==> src/rtl/prog_sequencer.sv <==
`default_nettype none
// ============================================================================
// Module      : prog_sequencer
// Description : Launch controller between a host req/ack handshake and a
//               processor core. Each req rising edge launches the next program
//               in round-robin order: load its start PC, run the core until
//               halt (or until the watchdog expires), then raise ack.
// Revision    : 1.0 - initial release
// ============================================================================
module prog_sequencer #(
  parameter int              PC_W       = 10,
  parameter logic [PC_W-1:0] START0     = 10'd0,
  parameter logic [PC_W-1:0] START1     = 10'd128,
  parameter logic [PC_W-1:0] START2     = 10'd256,
  parameter int              NUM_PROG   = 3,
  parameter int              CNT_W      = 16,
  parameter logic [CNT_W-1:0] MAX_CYCLES = 16'd50000
) (
  input  logic             clk,
  input  logic             reset,       // asynchronous, active-low
  input  logic             req,
  input  logic             halt,
  output logic             ack,
  output logic             pc_load,
  output logic [PC_W-1:0]  start_pc,
  output logic             core_run,
  output logic [1:0]       prog_id,
  output logic [CNT_W-1:0] cycle_count,
  output logic             timeout
);

  // Controller states
  localparam logic [1:0] c_ST_IDLE = 2'd0;
  localparam logic [1:0] c_ST_LOAD = 2'd1;
  localparam logic [1:0] c_ST_RUN  = 2'd2;
  localparam logic [1:0] c_ST_DONE = 2'd3;

  localparam logic [CNT_W-1:0] c_CNT_SAT   = '1;
  localparam logic [1:0]       c_LAST_PROG = 2'(NUM_PROG - 1);

  logic [1:0]       r_state;
  logic             r_req_q;
  logic [1:0]       r_next;
  logic [CNT_W-1:0] r_cnt;
  logic             r_ack;
  logic             r_pc_load;
  logic [PC_W-1:0]  r_start_pc;
  logic             r_core_run;
  logic [1:0]       r_prog_id;
  logic [CNT_W-1:0] r_cycle_count;
  logic             r_timeout;

  logic             w_rise;
  logic             w_accept;
  logic [CNT_W-1:0] w_cnt_inc;
  logic             w_wdog;
  logic [PC_W-1:0]  w_start_sel;
  logic [1:0]       w_next_adv;

  // A new request is only accepted while waiting (IDLE or DONE); rises seen
  // during LOAD/RUN are dropped, not queued.
  assign w_rise    = req & ~r_req_q;
  assign w_accept  = w_rise & ((r_state == c_ST_IDLE) | (r_state == c_ST_DONE));

  // Run counter value including the current RUN cycle, saturating.
  assign w_cnt_inc = (r_cnt == c_CNT_SAT) ? r_cnt : r_cnt + CNT_W'(1);
  assign w_wdog    = (w_cnt_inc >= MAX_CYCLES);

  // Round-robin successor of the pending program index.
  assign w_next_adv = (r_next >= c_LAST_PROG) ? 2'd0 : r_next + 2'd1;

  // Start address of the program that would be launched next.
  always_comb begin
    w_start_sel = START0;
    case (r_next)
      2'd1:    w_start_sel = START1;
      2'd2:    w_start_sel = START2;
      default: w_start_sel = START0;
    endcase
  end

  // Sequencer state, request edge detector, run counter and registered outputs.
  always_ff @(posedge clk or negedge reset) begin
    if (!reset) begin
      r_state       <= c_ST_IDLE;
      r_req_q       <= 1'b0;
      r_next        <= 2'd0;
      r_cnt         <= '0;
      r_ack         <= 1'b0;
      r_pc_load     <= 1'b0;
      r_start_pc    <= START0;
      r_core_run    <= 1'b0;
      r_prog_id     <= 2'd0;
      r_cycle_count <= '0;
      r_timeout     <= 1'b0;
    end else begin
      r_req_q   <= req;
      r_pc_load <= 1'b0;
      case (r_state)
        c_ST_IDLE, c_ST_DONE: begin
          if (w_accept) begin
            // ack drops on the same edge that samples the new request
            r_ack      <= 1'b0;
            r_timeout  <= 1'b0;
            r_prog_id  <= r_next;
            r_start_pc <= w_start_sel;
            r_pc_load  <= 1'b1;
            r_state    <= c_ST_LOAD;
          end
        end
        c_ST_LOAD: begin
          r_cnt      <= '0;
          r_timeout  <= 1'b0;
          r_next     <= w_next_adv;
          r_core_run <= 1'b1;
          r_state    <= c_ST_RUN;
        end
        c_ST_RUN: begin
          r_cnt <= w_cnt_inc;
          // halt has priority over a watchdog expiry in the same cycle
          if (halt) begin
            r_cycle_count <= w_cnt_inc;
            r_timeout     <= 1'b0;
            r_core_run    <= 1'b0;
            r_ack         <= 1'b1;
            r_state       <= c_ST_DONE;
          end else if (w_wdog) begin
            r_cycle_count <= MAX_CYCLES;
            r_timeout     <= 1'b1;
            r_core_run    <= 1'b0;
            r_ack         <= 1'b1;
            r_state       <= c_ST_DONE;
          end
        end
        default: r_state <= c_ST_IDLE;
      endcase
    end
  end

  assign ack         = r_ack;
  assign pc_load     = r_pc_load;
  assign start_pc    = r_start_pc;
  assign core_run    = r_core_run;
  assign prog_id     = r_prog_id;
  assign cycle_count = r_cycle_count;
  assign timeout     = r_timeout;

endmodule
`default_nettype wire

==> config.mk <==
export PLATFORM = sky130hd
export DESIGN_NAME = prog_sequencer
export DESIGN_NICKNAME = d
export VERILOG_FILES = /design/src/rtl/prog_sequencer.sv
export SDC_FILE = /design/constraint.sdc
export NUM_CORES = 1
export LEC_CHECK = 0
export BUFFER_PORTS_ARGS = -buffer_cell sky130_fd_sc_hd__buf_2
export CAP_MARGIN = 20
export CORE_MARGIN = 2
export CORE_UTILIZATION = 64
export CTS_BUF_LIST = sky130_fd_sc_hd__clkbuf_8
export CTS_CLUSTER_DIAMETER = 60
export DETAILED_ROUTE_END_ITERATION = 6
export GPL_ROUTABILITY_DRIVEN = 0
export GPL_TIMING_DRIVEN = 0
export PLACE_DENSITY = 0.88
export SYNTH_ARGS = -nofsm -noshare
export SYNTH_HDL_FRONTEND = slang
export SYNTH_SLANG_ARGS = --single-unit
==> constraint.sdc <==
create_clock -name clk -period 5.04 [get_ports clk]
set_input_delay 1.008 -clock clk [delete_from_list [all_inputs] [get_ports clk]]
set_output_delay 1.008 -clock clk [all_outputs]
set_load 0.1 [all_outputs]
==> run_results.csv <==
group,metric,value,unit
grt,grt_max_degree,46,
grt,grt_pass1_wl,8690,um
timing,max_freq,340,MHz
grt,grt_pass1_vias,1941,
layout,fin_area,2820,um^2
setup_path,worst_setup_path_end_kind,"flop",
outcome,status,"completed",
synth,synth_edf_count,0,
synth,synthTopCellsByArea,"dfrtp_1, nand2_1, o22ai_1",
floorplan,fp.dieH,66.1,um
setup_path,slowest_delay,0.68,ns
cts,ctsResizeCount,0,
drt,antenna_left,0,
cts,post_cts_buffers,0,
floorplan,die_area,4370,um^2
setup_path,path_cells,"ha_1 > nand3_1 > nor4_2 > nor3_1 > a41o_1 > o311a_4 > nor3b_4 > buf_6 > o22ai_1",
synth,ys_async_sr_fraction,100,%
synth,syn_area,2470,um^2
job,drv_cap,0,
synth,synthTopCellsByCount,"nand2_1, dfrtp_1, o22ai_1",
timing,setup_viol,0,
floorplan,core_area,3690,um^2
layout,num-nets-final,315,
setup_path,critical_path.slowest_cell,"nor4_2",
setup_path,required,5.21,ns
synth,syn-instance-count,266,
cts,cts.reportedPaths.clkPinSlew,0.09,ns
grt,grt_use_total,26.5,%
floorplan,rows,22,
setup_path,critical_path_class,"flop to flop",
grt,antenna_found_initial,0,
layout,diodes,0,
drt,first_pass_iters,4,
synth,netlist.top_cell.by_area,"dfrtp_1",
placement,io_buffers,27,
timing,min_period,2.94,ns
drt,wire_per_inst,14.5,um
cts,clk_latency,0.30,ns
timing,fin_skew,0.00989,ns
floorplan,die-width,66.1,um
layout,fin_cells,357,
synth,ys_seq_area_share,45.7,%
cts,htreeDepth,2,
floorplan,start_util,66.9,%
placement,post_dp_cell_area,2690,um^2
placement,dp_cells,348,
synth,yosys_warnings,0,
layout,area_delta_synth_final,14.4,%
synth,ys.flop_type,"dfrtp_1",
cts,clock_sinks,45,
cts,max-clock-path-buffers,2,
power_and_ir_drop,irDropWorstVdd,0.495,mV
setup_path,critical_path_peak_fanout,10,
power_and_ir_drop,p_leak,0.00129,uW
timing,slew_headroom,48.7,%
power_and_ir_drop,power_density,603,nW/um^2
grt,grt_overflow_total,0,
timing,slew_violations,0,
timing,worst_hold_slack,0.491,ns
drt,vias,2076,
cts,numCtsBuffers,5,
worst_hold_path,min_path_type,"flop to flop",
synth,avgSynthCellArea,9.27,um^2
timing,fin_setup_tns,0,ns
timing,report.final.hold_viol_count,0,
drt,drc_errors,0,
layout,post_route_cells_drive_above_1_share,19.4,%
setup_path,cp.arrival,3.11,ns
synth,yosysTopAreaCellShare,45.7,%
cts,cts_tree,"built",
synth,synth.most_common_cell,"nand2_1",
cts,cts_hold_buf,0,
drt,routed_wl,5180,um
floorplan,ioPinCount,36,
synth,synth_cell_types,54,
setup_path,critPathLaunchType,"flop",
drt,drtIter0Drc,127,
setup_path,ff2ff_setup_slack,2.10,ns
timing,worstMarginPinSlew,0.763,ns
synth,ys_seq_elements,45,
cts,clockRootBuffer,"clkbuf_8",
timing,post-route-period-util,58.4,%
placement,dp_hpwl,3830,um
drt,detail_route.vias_per_cell,5.82,
timing,rsz0062_at_grt,"no",
==> layer usage <==
layer	track usage (%)	vias up	share of wire (%)	routed length, um
met5	0	-	0	0
met2	44.1	51	51	2620
met4	9.18	0	1.7	89
met3	5.28	12	3.7	191
li1	-	1016	-	-
met1	34.7	997	44	2280
==> through the flow <==
stage,util (%),setup slack (ns),power [uW]
6_report,76.5,2.10,1700
5_1_grt,76.5,1.87,1790
4_1_cts,75.9,2.13,1700
3_5_place_dp,72.9,2.18,1430
3_3_place_gp,72.9,2.17,1410
2_1_floorplan,-,2.60,1260
==> power by group <==
part	leakage (uW)	total, uW	internal, uW	switching, uW
clock network	0.0000585	272	149	124
logic	0.000634	930	201	729
registers	0.000593	498	444	53.5
total	0.00129	1700	794	906
==> area by class of cell <==
cell class / count / area (um^2)
multi-input combinational: 193 / 1190
sequential: 45 / 1130
fill: 272 / 868
timing repair buffer: 28 / 155
buffer: 24 / 134
clock buffer: 5 / 68.8
tap: 48 / 60.1
clock inverter: 3 / 43.8
inverter: 11 / 41.3
==> worst max-delay path: cells and delay by family (launching register included) <==
family / cells / cell delay, ns
AND/OR/NAND/NOR: 4 / 1.35
buffers and inverters: 1 / 0.20
AO/OA/AOI/OAI: 3 / 0.51
flip-flops: 1 / 0.47
adder cells (fa/ha/maj): 1 / 0.27
==> state kept, by name, summed over array words and instances (netlist names) <==
register / count
ack: 1
core_run: 1
cycle_count: 16
pc_load: 1
prog_id: 2
r_cnt: 16
r_next: 2
r_req_q: 1
r_state: 2
start_pc: 2
timeout: 1
==> path summary, 6_finish.rpt <==
kind | startpoint | to | depth (start not counted)
setup / recovery | r_cnt[0] | cycle_count[1] | 9
min in group asynchronous | reset | cycle_count[14] | 1
hold reg to reg | start_pc[7] | start_pc[7] | 2
max in group asynchronous | reset | r_cnt[12] | 2
hold / removal | start_pc[7] | start_pc[7] | 2
setup reg to reg | r_cnt[0] | cycle_count[1] | 9
==> kinds of logic (layout without fill, tap and decap cells) <==
group	Yosys count	after routing	share of synthesized area, %
fa+ha+maj	3	3	1.52
simple gates	100	100	20.4
buf+inv	35	71	7.10
mux	5	5	2.13
xor+xnor	8	8	2.84
compound gates	69	69	20.1
flops	45	45	45.7
other cells	1	8	0.152
==> layout by cell type, fill, tap and decap left out, types with 8 or more instances in the layout <==
| master | instances |
|---|---|
| clkbuf_1 | 10 |
| conb_1 | 8 |
| o21ai_0 | 10 |
| o22ai_1 | 12 |
| nor2_1 | 11 |
| a21oi_1 | 9 |
| nand2_1 | 50 |
| o31ai_1 | 9 |
| inv_1 | 11 |
| buf_4 | 8 |
| dfrtp_1 | 45 |
| nand3_1 | 9 |
| buf_2 | 32 |
No activity file was read; power rests on OpenSTA's default activity.
